--- src/rtl/mem_stage.sv ---
// mem_stage: memory-access pipeline stage between execute and writeback.
// Issues one load/store per instruction on a request/response data bus,
// formats store strobes/data, and extracts and extends load data.
// Optional build macro MEM_ALIGN_CHECK_EN: adds the ale output and traps
// misaligned half/word accesses without touching the bus.
module mem_stage #(
  parameter logic [31:0] RESET_PC = 32'h1c000000
) (
  input  logic        clk,
  input  logic        rst,
  input  logic        in_valid,
  output logic        in_ready,
  input  logic [31:0] in_pc,
  input  logic [31:0] in_result,
  input  logic [31:0] in_rkd_value,
  input  logic [7:0]  in_load_op,
  input  logic        in_res_from_mem,
  input  logic        in_gr_we,
  input  logic        in_mem_we,
  input  logic [4:0]  in_dest,
  output logic        data_req,
  output logic        data_wr,
  output logic [1:0]  data_size,
  output logic [31:0] data_addr,
  output logic [3:0]  data_wstrb,
  output logic [31:0] data_wdata,
  input  logic        data_addr_ok,
  input  logic        data_data_ok,
  input  logic [31:0] data_rdata,
  output logic        out_valid,
  input  logic        out_ready,
`ifdef MEM_ALIGN_CHECK_EN
  output logic        ale,
`endif
  output logic [31:0] out_pc,
  output logic [31:0] out_result,
  output logic        out_gr_we,
  output logic [4:0]  out_dest
);

  typedef enum logic [1:0] {IDLE, REQ, WAIT, DONE} state_t;

  state_t      state;
  logic [31:0] pc_reg;
  logic [31:0] result_reg;
  logic [31:0] rkd_reg;
  logic [7:0]  load_op_reg;
  logic        res_from_mem_reg;
  logic        gr_we_reg;
  logic        mem_we_reg;
  logic [4:0]  dest_reg;
  logic [31:0] load_data_reg;
  logic        data_req_reg;
  logic        out_valid_reg;

  logic        accept;
  logic        in_is_mem;
  logic        misalign;
  logic        go_mem;
  logic [7:0]  byte_val;
  logic [15:0] half_val;
  logic [31:0] load_data;

  // Upstream handshake: free when idle, or when the held result leaves this cycle.
  assign in_ready  = ~rst & ((state == IDLE) | ((state == DONE) & out_ready));
  assign accept    = in_valid & in_ready;
  assign in_is_mem = in_res_from_mem | in_mem_we;

`ifdef MEM_ALIGN_CHECK_EN
  logic in_half;
  logic in_word;
  logic ale_reg;
  assign in_half  = in_load_op[1] | in_load_op[4] | in_load_op[6];
  assign in_word  = in_load_op[2] | in_load_op[7];
  assign misalign = in_is_mem & ((in_half & in_result[0]) |
                                 (in_word & (in_result[1:0] != 2'b00)));
  assign ale      = ale_reg;
`else
  assign misalign = 1'b0;
`endif

  // A misaligned access never reaches the bus.
  assign go_mem = in_is_mem & ~misalign;

  // Main FSM: captures the instruction on accept and tracks the bus beats.
  always_ff @(posedge clk) begin
    if (rst) begin
      state            <= IDLE;
      pc_reg           <= RESET_PC;
      result_reg       <= '0;
      rkd_reg          <= '0;
      load_op_reg      <= '0;
      res_from_mem_reg <= 1'b0;
      gr_we_reg        <= 1'b0;
      mem_we_reg       <= 1'b0;
      dest_reg         <= '0;
      load_data_reg    <= '0;
      data_req_reg     <= 1'b0;
      out_valid_reg    <= 1'b0;
`ifdef MEM_ALIGN_CHECK_EN
      ale_reg          <= 1'b0;
`endif
    end else if (accept) begin
      pc_reg           <= in_pc;
      result_reg       <= in_result;
      rkd_reg          <= in_rkd_value;
      load_op_reg      <= in_load_op;
      res_from_mem_reg <= in_res_from_mem;
      gr_we_reg        <= in_gr_we & ~misalign;
      mem_we_reg       <= in_mem_we;
      dest_reg         <= in_dest;
      load_data_reg    <= '0;
      state            <= go_mem ? REQ : DONE;
      data_req_reg     <= go_mem;
      out_valid_reg    <= ~go_mem;
`ifdef MEM_ALIGN_CHECK_EN
      ale_reg          <= misalign;
`endif
    end else begin
      case (state)
        REQ: begin
          // A data_ok in the same cycle belongs to no beat yet; only addr_ok counts.
          if (data_addr_ok) begin
            state        <= WAIT;
            data_req_reg <= 1'b0;
          end
        end
        WAIT: begin
          if (data_data_ok) begin
            state         <= DONE;
            out_valid_reg <= 1'b1;
            if (res_from_mem_reg) load_data_reg <= load_data;
          end
        end
        DONE: begin
          if (out_ready) begin
            state         <= IDLE;
            out_valid_reg <= 1'b0;
          end
        end
        default: ;
      endcase
    end
  end

  // Load extraction: align the addressed byte/half to bit 0, then extend.
  always_comb begin
    byte_val  = 8'(data_rdata >> {result_reg[1:0], 3'b000});
    half_val  = 16'(data_rdata >> {result_reg[1], 4'b0000});
    load_data = data_rdata;
    if (load_op_reg[0])      load_data = {{24{byte_val[7]}}, byte_val};
    else if (load_op_reg[1]) load_data = {{16{half_val[15]}}, half_val};
    else if (load_op_reg[3]) load_data = {24'h0, byte_val};
    else if (load_op_reg[4]) load_data = {16'h0, half_val};
  end

  // Bus request formatting from the captured access type and address.
  always_comb begin
    data_size  = 2'd2;
    data_wstrb = 4'b0000;
    data_wdata = rkd_reg;
    if (load_op_reg[0] | load_op_reg[3] | load_op_reg[5]) data_size = 2'd0;
    else if (load_op_reg[1] | load_op_reg[4] | load_op_reg[6]) data_size = 2'd1;
    if (load_op_reg[5]) begin
      data_wstrb = 4'b0001 << result_reg[1:0];
      data_wdata = {4{rkd_reg[7:0]}};
    end else if (load_op_reg[6]) begin
      data_wstrb = result_reg[1] ? 4'b1100 : 4'b0011;
      data_wdata = {2{rkd_reg[15:0]}};
    end else if (load_op_reg[7]) begin
      data_wstrb = 4'hF;
    end
  end

  assign data_req   = data_req_reg;
  assign data_wr    = mem_we_reg;
  assign data_addr  = result_reg;
  assign out_valid  = out_valid_reg;
  assign out_pc     = pc_reg;
  assign out_result = res_from_mem_reg ? load_data_reg : result_reg;
  assign out_gr_we  = gr_we_reg;
  assign out_dest   = dest_reg;

endmodule

--- config.mk ---
export PLATFORM = sky130hd
export DESIGN_NAME = mem_stage
export DESIGN_NICKNAME = d
export VERILOG_FILES = /design/src/rtl/mem_stage.sv
export SDC_FILE = /design/constraint.sdc
export NUM_CORES = 1
export LEC_CHECK = 0
export ABC_AREA = 1
export CAP_MARGIN = 10
export CORE_AREA = 3 3 114 116
export DETAILED_ROUTE_END_ITERATION = 7
export DIE_AREA = 0 0 117 119
export DONT_BUFFER_PORTS = 1
export PLACE_DENSITY = 0.81
export SETUP_SLACK_MARGIN = 0.3
export SLEW_MARGIN = 5
export SYNTH_ARGS = -nofsm -noshare
export SYNTH_HDL_FRONTEND = slang
export SYNTH_SLANG_ARGS = --single-unit
--- constraint.sdc ---
create_clock -name clk -period 2.43 [get_ports clk]
set_clock_uncertainty 0.1 [all_clocks]
set_input_delay 0.243 -clock clk [delete_from_list [all_inputs] [get_ports clk]]
set_output_delay 0.243 -clock clk [all_outputs]
set_load 0.03 [all_outputs]
==> results of run 1 <==
## synth_stat cells (14+ instances only)
| cell | n |
|---|---|
| nand3_2 | 21 |
| dfxtp_1 | 147 |
| clkbuf_1 | 22 |
| nand2_1 | 235 |
| nor2_1 | 29 |
| buf_4 | 16 |
| o21a_1 | 24 |
| a22o_1 | 51 |
| inv_1 | 116 |
| o21ai_0 | 152 |
| buf_2 | 21 |
| nand3_1 | 21 |
| a21oi_1 | 16 |
| o21ai_1 | 14 |
## power groups by stage
stage	combinational, W	clock (W)	sequential [W]
floorplan	0.00207	0	0.00350
global placement	0.00265	0	0.00364
detailed placement	0.00269	0	0.00364
CTS	0.00287	0.00273	0.00360
global route	0.00331	0.00285	0.00366
finish	0.00304	0.00273	0.00363
## per-stage QoR
stage / total power [W] / setup slack (ps) / util / area, um^2
6_report: 0.00941 / 335 / 0.769 / 9240
5_1_grt: 0.00982 / 293 / 0.769 / 9240
3_3_place_gp: 0.00628 / 264 / 0.608 / 7300
4_1_cts: 0.00920 / 316 / 0.758 / 9110
3_5_place_dp: 0.00633 / 200 / 0.608 / 7300
2_1_floorplan: 0.00557 / 471 / - / 6870
## per-layer routing
layer  GRT usage  share of wire  up-vias
met5           0              0        -
met4       0.180          0.053        0
met3       0.112           0.11      100
met2       0.538           0.48      453
met1       0.360           0.35     3196
li1            -              -     3337
## cell type report
| type | instances | area [um^2] | area share |
|---|---|---|---|
| Sequential cell | 147 | 2950 | 0.319 |
| Clock inverter | 14 | 175 | 0.0190 |
| Antenna cell | 2 | 5.00 | 0.000542 |
| Multi-Input combinational cell | 596 | 3140 | 0.340 |
| Inverter | 121 | 464 | 0.0503 |
| Tap cell | 147 | 184 | 0.0199 |
| Clock buffer | 18 | 439 | 0.0475 |
| Timing Repair Buffer | 205 | 1890 | 0.204 |
## how the worst max path moves through the flow
| stage | slack, ps | from | endpoint |
|---|---|---|---|
| after global routing | 290 | state[0] | data_addr[20] |
| after CTS | 320 | state[0] | rkd_reg[28] |
| after detailed placement | 200 | state[0] | out_pc[19] |
| after floorplan | 470 | load_op_reg[6] | data_wdata[16] |
| final | 330 | data_addr[0] | data_wstrb[0] |
| after global placement | 260 | state[0] | out_pc[11] |
## cells by family (layout without fill, tap and decap cells)
| kind of cell | after synthesis | count (layout) | share of synthesized area |
|---|---|---|---|
| buffers and inverters | 185 | 358 | 0.122 |
| AO/OA/AOI/OAI | 266 | 266 | 0.234 |
| adder cells (fa/ha/maj) | 4 | 4 | 0.00728 |
| flip-flops | 147 | 147 | 0.428 |
| other | 0 | 2 | 0 |
| AND/OR/NAND/NOR | 325 | 326 | 0.209 |
## worst register-to-register path, stage by stage (launching register included)
cell and delay, ps:
dfxtp_1 360, ha_1 250, nand2_1 120, nand2_1 140, nand3_4 190, nand2_8 120
inv_2 50, clkbuf_8 250, a22o_1 290
## what timing repair did
| item | CTS | global route |
|---|---|---|
| gates resized for setup | 4 | 11 |
| hold endpoints to repair | 115 | 1 |
| gates cloned | 1 | 0 |
| hold buffers | 116 | 1 |
| setup endpoints to repair | 87 | 144 |
| pin swaps | 1 | 2 |
| buffers inserted | 0 | 10 |
==> impl_metrics.json, run 1 <==
{
  "die_h_um": 119,
  "power_frac_comb": 0.323,
  "final_common_cell": "nand2_1",
  "die_x_um": 117,
  "ys_ff_latch": 147,
  "rr_endpoint": "out_pc[14]",
  "worstPathCellList": "nor2_2 -> inv_1 -> o21ai_0 -> buf_4",
  "crit_slowest_cell": "dfxtp_1",
  "cp-start-kind": "register",
  "synthFlopType": "dfxtp_1",
  "power_frac_clock": 0.291,
  "drive_above_1_share": 0.152,
  "tightest_slew_ps": 484,
  "finalHoldViolations": 0,
  "holdPathEnd": "load_data_reg[11]",
  "r2r_cells": 8,
  "io_buffers": 0,
  "grt_usage": 0.325,
  "drt_pass1_iterations": 7,
  "timing.fmax_mhz": 477,
  "synthDominantCellAreaShare": 0.428,
  "drc": 0,
  "hold_ws_ps": 5.83,
  "cts.sinks": 147,
  "worstHoldPathCells": 4,
  "switching_share": 0.410,
  "wl_per_cell_um": 18.9,
  "leakage_nw": 4.08,
  "p_int_w": 0.00555,
  "yosysSeqAreaShare": 0.428,
  "cp_num_cells": 4,
  "place_inst": 1088,
  "power.switching_w": 0.00386,
  "htreeDepth": 4,
  "hp-start": "data_rdata[11]",
  "dp_hpwl_mm": 14.4,
  "synth.avg_cell_area_um2": 7.41,
  "slowest_delay_ps": 420,
  "cap_violations": 0,
  "status": "completed",
  "crit_required_ps": 2090,
  "fin_crit_ps": 2100,
  "ir_drop_mv": 0.549,
  "power_density_mw_per_mm2": 1020,
  "clk_path_buf_depth": 2,
  "synth_nets": 1081,
  "synth_area_leaders": "dfxtp_1, nand2_1, o21ai_0",
  "cts_root_buf": "clkbuf_16",
  "fin_cells": 1250,
  "pwr-share-seq": 0.386,
  "clock_latency_ps": 430,
  "ios": 294,
  "rrSetupSlack_ps": 450,
  "initial_core_util": 0.572,
  "maxSlewHeadroom": 0.677,
  "setup_tns_ps": 0,
  "core_mm2": 0.0120,
  "critical_path_class": "reg -> out",
  "rows": 40,
  "critical_path.endpoint_type": "output port",
  "die_area_mm2": 0.0139,
  "grt_pass1_vias": 6900,
  "critPathArrivalTime_ps": 1750,
  "r2r-start": "state[0]",
  "cts-buffers-inserted": 17,
  "synth.distinct_cells": 28,
  "grt_pass1_wl_mm": 35.4,
  "rsz0062_at_grt": "true",
  "synth_edf_count": 0,
  "nets": 1242,
  "routed-via-count": 7086,
  "final_cell_mix": "nand2_1, o21ai_0, dfxtp_1, dlygate4sd3_1, inv_1",
  "syn_area_mm2": 0.00687,
  "tritoncts": "built",
  "final-setup-viol-count": 0,
  "synth_top_area_cell": "dfxtp_1",
  "worst-path-buf-inv": 2,
  "synthArstFlopShare": 0,
  "viasPerCell": 5.67,
  "cp_max_fo": 7,
  "wl_mm": 23.6,
  "ys.warnings.count": 0,
  "nFillCells": 815,
  "gr-total-overflow": 0,
  "dr.first_iter.drc_count": 574,
  "areaGrowthSynthToFinish_pct": 34.4,
  "cp_top_family": "flip-flops",
  "ant_nets": 0,
  "clkTransAtPathRegs_ps": 60,
  "post-route-period-util": 0.862,
  "place_congestion": 0.897,
  "antenna_found_initial": 2,
  "hp-class": "in -> reg",
  "syn_inst": 927,
  "drv_slew": 0,
  "grt_max_degree": 66
}
No activity file was read; power rests on OpenSTA's default activity.
==> run 2, diff against run 1 <==
Settings changed: CORE_AREA 3 3 114 116 to not set, CORE_MARGIN set to 3, CORE_UTILIZATION set to 35, DIE_AREA 0 0 117 119 to not set, PLACE_DENSITY 0.81 to 0.58, RECOVER_POWER set to 25.
==> run 2 against run 1 <==
- critical path depth is 1 higher
- global-route usage is 12 points lower
- cell count increased by 8.6%
- fmax is 2.7% lower
- core utilization fell by 28 points
- first-iteration DRC count decreased by 32%
==> impl_metrics.json, run 2 (same netlist as run 1, synthesis figures left out) <==
{
  "critical_path_class": "reg -> out",
  "cts-buffers-inserted": 17,
  "cp_max_fo": 5,
  "die_area_mm2": 0.0214,
  "cp_top_family": "buffers and inverters",
  "r2r_cells": 8,
  "maxSlewHeadroom": 0.566,
  "die_x_um": 146,
  "grt_max_degree": 71,
  "place_congestion": 0.862,
  "wl_per_cell_um": 16.8,
  "drive_above_1_share": 0.149,
  "rows": 50,
  "drt_pass1_iterations": 5,
  "routed-via-count": 6635,
  "fin_crit_ps": 2150,
  "worstPathCellList": "clkinvlp_2 -> buf_4 -> o21ai_0 -> o21ai_0 -> buf_4",
  "drv_slew": 0,
  "final_cell_mix": "nand2_1, o21ai_0, dfxtp_1, dlygate4sd3_1, inv_1",
  "timing.fmax_mhz": 464,
  "final-setup-viol-count": 0,
  "finalHoldViolations": 0,
  "initial_core_util": 0.361,
  "crit_start": "load_op_reg[6]",
  "cp_num_cells": 5,
  "grt_pass1_vias": 6482,
  "r2r-start": "state[0]",
  "dr.first_iter.drc_count": 390,
  "rsz0062_at_grt": "true",
  "drc": 0,
  "ios": 294,
  "grt_usage": 0.202,
  "rrSetupSlack_ps": 500,
  "core_mm2": 0.0190,
  "hp-class": "in -> reg",
  "cts.sinks": 147,
  "clkTransAtPathRegs_ps": 70,
  "cts_root_buf": "clkbuf_16",
  "crit_required_ps": 2090,
  "critPathArrivalTime_ps": 1810,
  "post-route-period-util": 0.886,
  "rr_endpoint": "rkd_reg[16]",
  "antenna_found_initial": 1,
  "leakage_nw": 4.04,
  "clk_path_buf_depth": 2,
  "clock_latency_ps": 420,
  "slowest_delay_ps": 490,
  "crit_slowest_cell": "dfxtp_1",
  "gr-total-overflow": 0,
  "final_common_cell": "nand2_1",
  "nets": 1237,
  "dp_hpwl_mm": 15.4,
  "areaGrowthSynthToFinish_pct": 34.9,
  "grt_pass1_wl_mm": 34.7,
  "viasPerCell": 4.89,
  "setup_tns_ps": 0,
  "wl_mm": 22.8,
  "ir_drop_mv": 0.445,
  "ant_nets": 0,
  "cp-start-kind": "register",
  "crit_end": "data_wdata[25]",
  "tritoncts": "built",
  "cap_violations": 0,
  "power_density_mw_per_mm2": 986,
  "utilization": 0.487,
  "die_h_um": 146,
  "tightest_slew_ps": 654,
  "worst-path-buf-inv": 3,
  "status": "completed",
  "io_buffers": 0,
  "htreeDepth": 4,
  "critical_path.endpoint_type": "output port"
}
==> run 2: cell count changes in the layout (fill, tap and decap cells not counted), sizes merged, moves of 2 or more <==
cell | previous run | this run
buf | 87 | 83
bufinv | 3 | 1
clkinv | 4 | 6
inv | 123 | 125
==> run 2: metrics by stage <==
step	cell area [um^2]	setup slack, ps	hold WS, ps	instances	total power, W
CTS	9240	300	1.62	1355	0.00919
floorplan	6870	471	256	927	0.00557
detailed placement	7420	387	264	1200	0.00635
finish	9270	277	21.3	1357	0.00914
global placement	7420	433	258	1200	0.00633
global route	9270	167	28.5	1357	0.00966
==> run 2: worst reg2reg max path, stage by stage, from the launching register on <==
cell and delay [ps]:
dfxtp_1 350, ha_1 250, nand2_1 100, nand2_1 120, nand3_4 190, nand2_4 130
inv_2 40, buf_4 270, a22o_1 260
==> run 2: what timing repair did <==
item                                    in CTS  in global routing
hold buffers                               117                  0
gates resized for setup                      6                  6
setup buffers                                6                  0
gates cloned                                 0                  1
endpoints found under the hold margin      116                  0
endpoints found under the setup margin      22                106
==> run 2: layout make-up <==
| type | count | area [um^2] |
|---|---|---|
| sequential | 147 | 2950 |
| multi-input combinational | 595 | 3110 |
| tap | 260 | 325 |
| clock inverter | 14 | 144 |
| timing repair inverter | 1 | 5.00 |
| clock buffer | 18 | 439 |
| timing repair buffer | 200 | 1830 |
| antenna | 1 | 2.50 |
| inverter | 121 | 463 |
| fill | 1879 | 9750 |
==> run 2: how the worst min path moves through the flow <==
| stage | startpoint | to | slack [ps] | cells after the start |
|---|---|---|---|---|
| finish | data_rdata[26] | load_data_reg[10] | 20 | 4 |
| global placement | in_result[26] | data_addr[26] | 260 | 2 |
| CTS | rst | out_valid | 2 | 3 |
| floorplan | in_result[0] | data_addr[0] | 260 | 2 |
| global route | data_rdata[26] | load_data_reg[10] | 30 | 4 |
| detailed placement | in_result[22] | data_addr[22] | 260 | 2 |
==> run 2: power by group <==
group	switching, W	internal (W)	total [W]	leakage (nW)
combinational	0.00187	0.00105	0.00292	2.55
sequential	0.000796	0.00281	0.00360	1.20
clock	0.00114	0.00147	0.00262	0.286
total	0.00381	0.00533	0.00914	4.04
==> run 2: metal layers <==
| metal | track usage | vias to the layer above | wire length, um |
|---|---|---|---|
| li1 | - | 3324 | - |
| met1 | 0.241 | 2993 | 9350 |
| met2 | 0.345 | 290 | 11000 |
| met3 | 0.0736 | 28 | 2160 |
| met4 | 0.0550 | 0 | 325 |
| met5 | 0 | - | 0 |
==> run 3, diff against run 2 <==
Settings changed: SETUP_SLACK_MARGIN 0.3 to 0.5.
==> run 3 against run 2 <==
- fmax rose by 14%
- critical path type unchanged
- power rose by 2.9%
- cell count rose by 1.3%
- final area rose by 3.5%
- clock power barely moved
- routed wire length rose by 2.8%
- die area did not move
- count of clock-buffer cells in the layout did not move
==> impl_metrics.json, run 3 (same netlist as run 1, synthesis figures left out) <==
{
  "die_area_mm2": 0.0214,
  "hp-class": "in -> reg",
  "critical_path.endpoint_type": "output port",
  "maxSlewHeadroom": 0.701,
  "critical_path_class": "reg -> out",
  "cp-start-kind": "register",
  "leakage_nw": 4.18,
  "cts_root_buf": "clkbuf_16",
  "initial_core_util": 0.361,
  "finalHoldViolations": 0,
  "ios": 294,
  "utilization": 0.504,
  "ir_drop_mv": 0.447,
  "grt_max_degree": 71,
  "r2r_cells": 9,
  "routed-via-count": 6725,
  "tritoncts": "built",
  "final-setup-viol-count": 0,
  "final_cell_mix": "nand2_1, dfxtp_1, o21ai_0, dlygate4sd3_1, inv_1",
  "die_x_um": 146,
  "core_mm2": 0.0190,
  "clkTransAtPathRegs_ps": 70,
  "dp_hpwl_mm": 15.4,
  "areaGrowthSynthToFinish_pct": 39.6,
  "dr.first_iter.drc_count": 390,
  "power_density_mw_per_mm2": 981,
  "die_h_um": 146,
  "grt_pass1_wl_mm": 34.9,
  "cap_violations": 0,
  "drt_pass1_iterations": 6,
  "grt_usage": 0.203,
  "cts.sinks": 147,
  "fin_crit_ps": 1890,
  "rsz0062_at_grt": "true",
  "viasPerCell": 4.89,
  "io_buffers": 0,
  "clock_latency_ps": 420,
  "cts-buffers-inserted": 17,
  "critPathArrivalTime_ps": 1550,
  "place_congestion": 0.862,
  "status": "completed",
  "gr-total-overflow": 0,
  "tightest_slew_ps": 447,
  "rows": 50,
  "ant_nets": 0,
  "clk_path_buf_depth": 2,
  "wl_mm": 23.5,
  "drive_above_1_share": 0.172,
  "cp_max_fo": 4,
  "crit_required_ps": 2090,
  "worstHoldPathCells": 4,
  "nets": 1254,
  "final_common_cell": "nand2_1",
  "setup_tns_ps": 0,
  "hold_ws_ps": 25.7,
  "drv_slew": 0,
  "wl_per_cell_um": 17.1,
  "antenna_found_initial": 1,
  "drc": 0,
  "post-route-period-util": 0.778,
  "timing.fmax_mhz": 529,
  "nFillCells": 1852,
  "htreeDepth": 4,
  "grt_pass1_vias": 6481
}
[run 3: report_power, final]
part | switching [W] | internal, W | leakage (nW)
registers | 0.000797 | 0.00281 | 1.21
logic | 0.00196 | 0.00122 | 2.68
clock network | 0.00115 | 0.00147 | 0.286
[run 3: repair_timing]
action	in CTS	in global routing
endpoints found under the setup margin	176	166
hold buffers	117	1
endpoints found under the hold margin	116	1
gates cloned	1	2
resized for setup	34	34
setup buffers	8	12
pin swaps	0	7
[run 3: metal layers]
metal  up-vias  GRT usage  routed length, um
li1       3360          -                  -
met1      3062      0.245               9970
met3        25     0.0717               2130
met5         -          0                  0
met4         0     0.0536                319
met2       278      0.345              11100
[run 3: final cells by class]
class | instances | area, um^2 | area share
Multi-Input combinational cell | 595 | 3150 | 0.329
Clock buffer | 18 | 439 | 0.0458
Clock inverter | 14 | 144 | 0.0150
Timing Repair inverter | 1 | 7.51 | 0.000783
Tap cell | 260 | 325 | 0.0339
Timing Repair Buffer | 217 | 2090 | 0.218
Inverter | 121 | 469 | 0.0489
Antenna cell | 1 | 2.50 | 0.000261
Sequential cell | 147 | 2960 | 0.308
[run 3: final timing paths]
check              startpoint                to  slack (ps)
max            load_op_reg[6]    data_wdata[31]         540
min            data_rdata[25]  load_data_reg[9]          30
max reg2reg          state[0]        out_pc[29]         590
min reg2reg  load_data_reg[5]  load_data_reg[5]         370
[run 3: metrics by stage]
stage | worst slack, ps | power, W | cell area [um^2] | instances
after floorplan | 471 | 0.00557 | 6870 | 927
after global placement | 433 | 0.00633 | 7420 | 1200
after detailed placement | 387 | 0.00635 | 7420 | 1200
after CTS | 482 | 0.00927 | 9340 | 1358
after global routing | 458 | 0.00992 | 9590 | 1374
final | 539 | 0.00941 | 9590 | 1374
[run 3: worst max-delay path, stage by stage, from the launching register on]
cell and delay [ps]:
dfxtp_4 390, buf_12 110, clkinvlp_4 120, o21ai_0 230, o21ai_2 100, buf_4 170
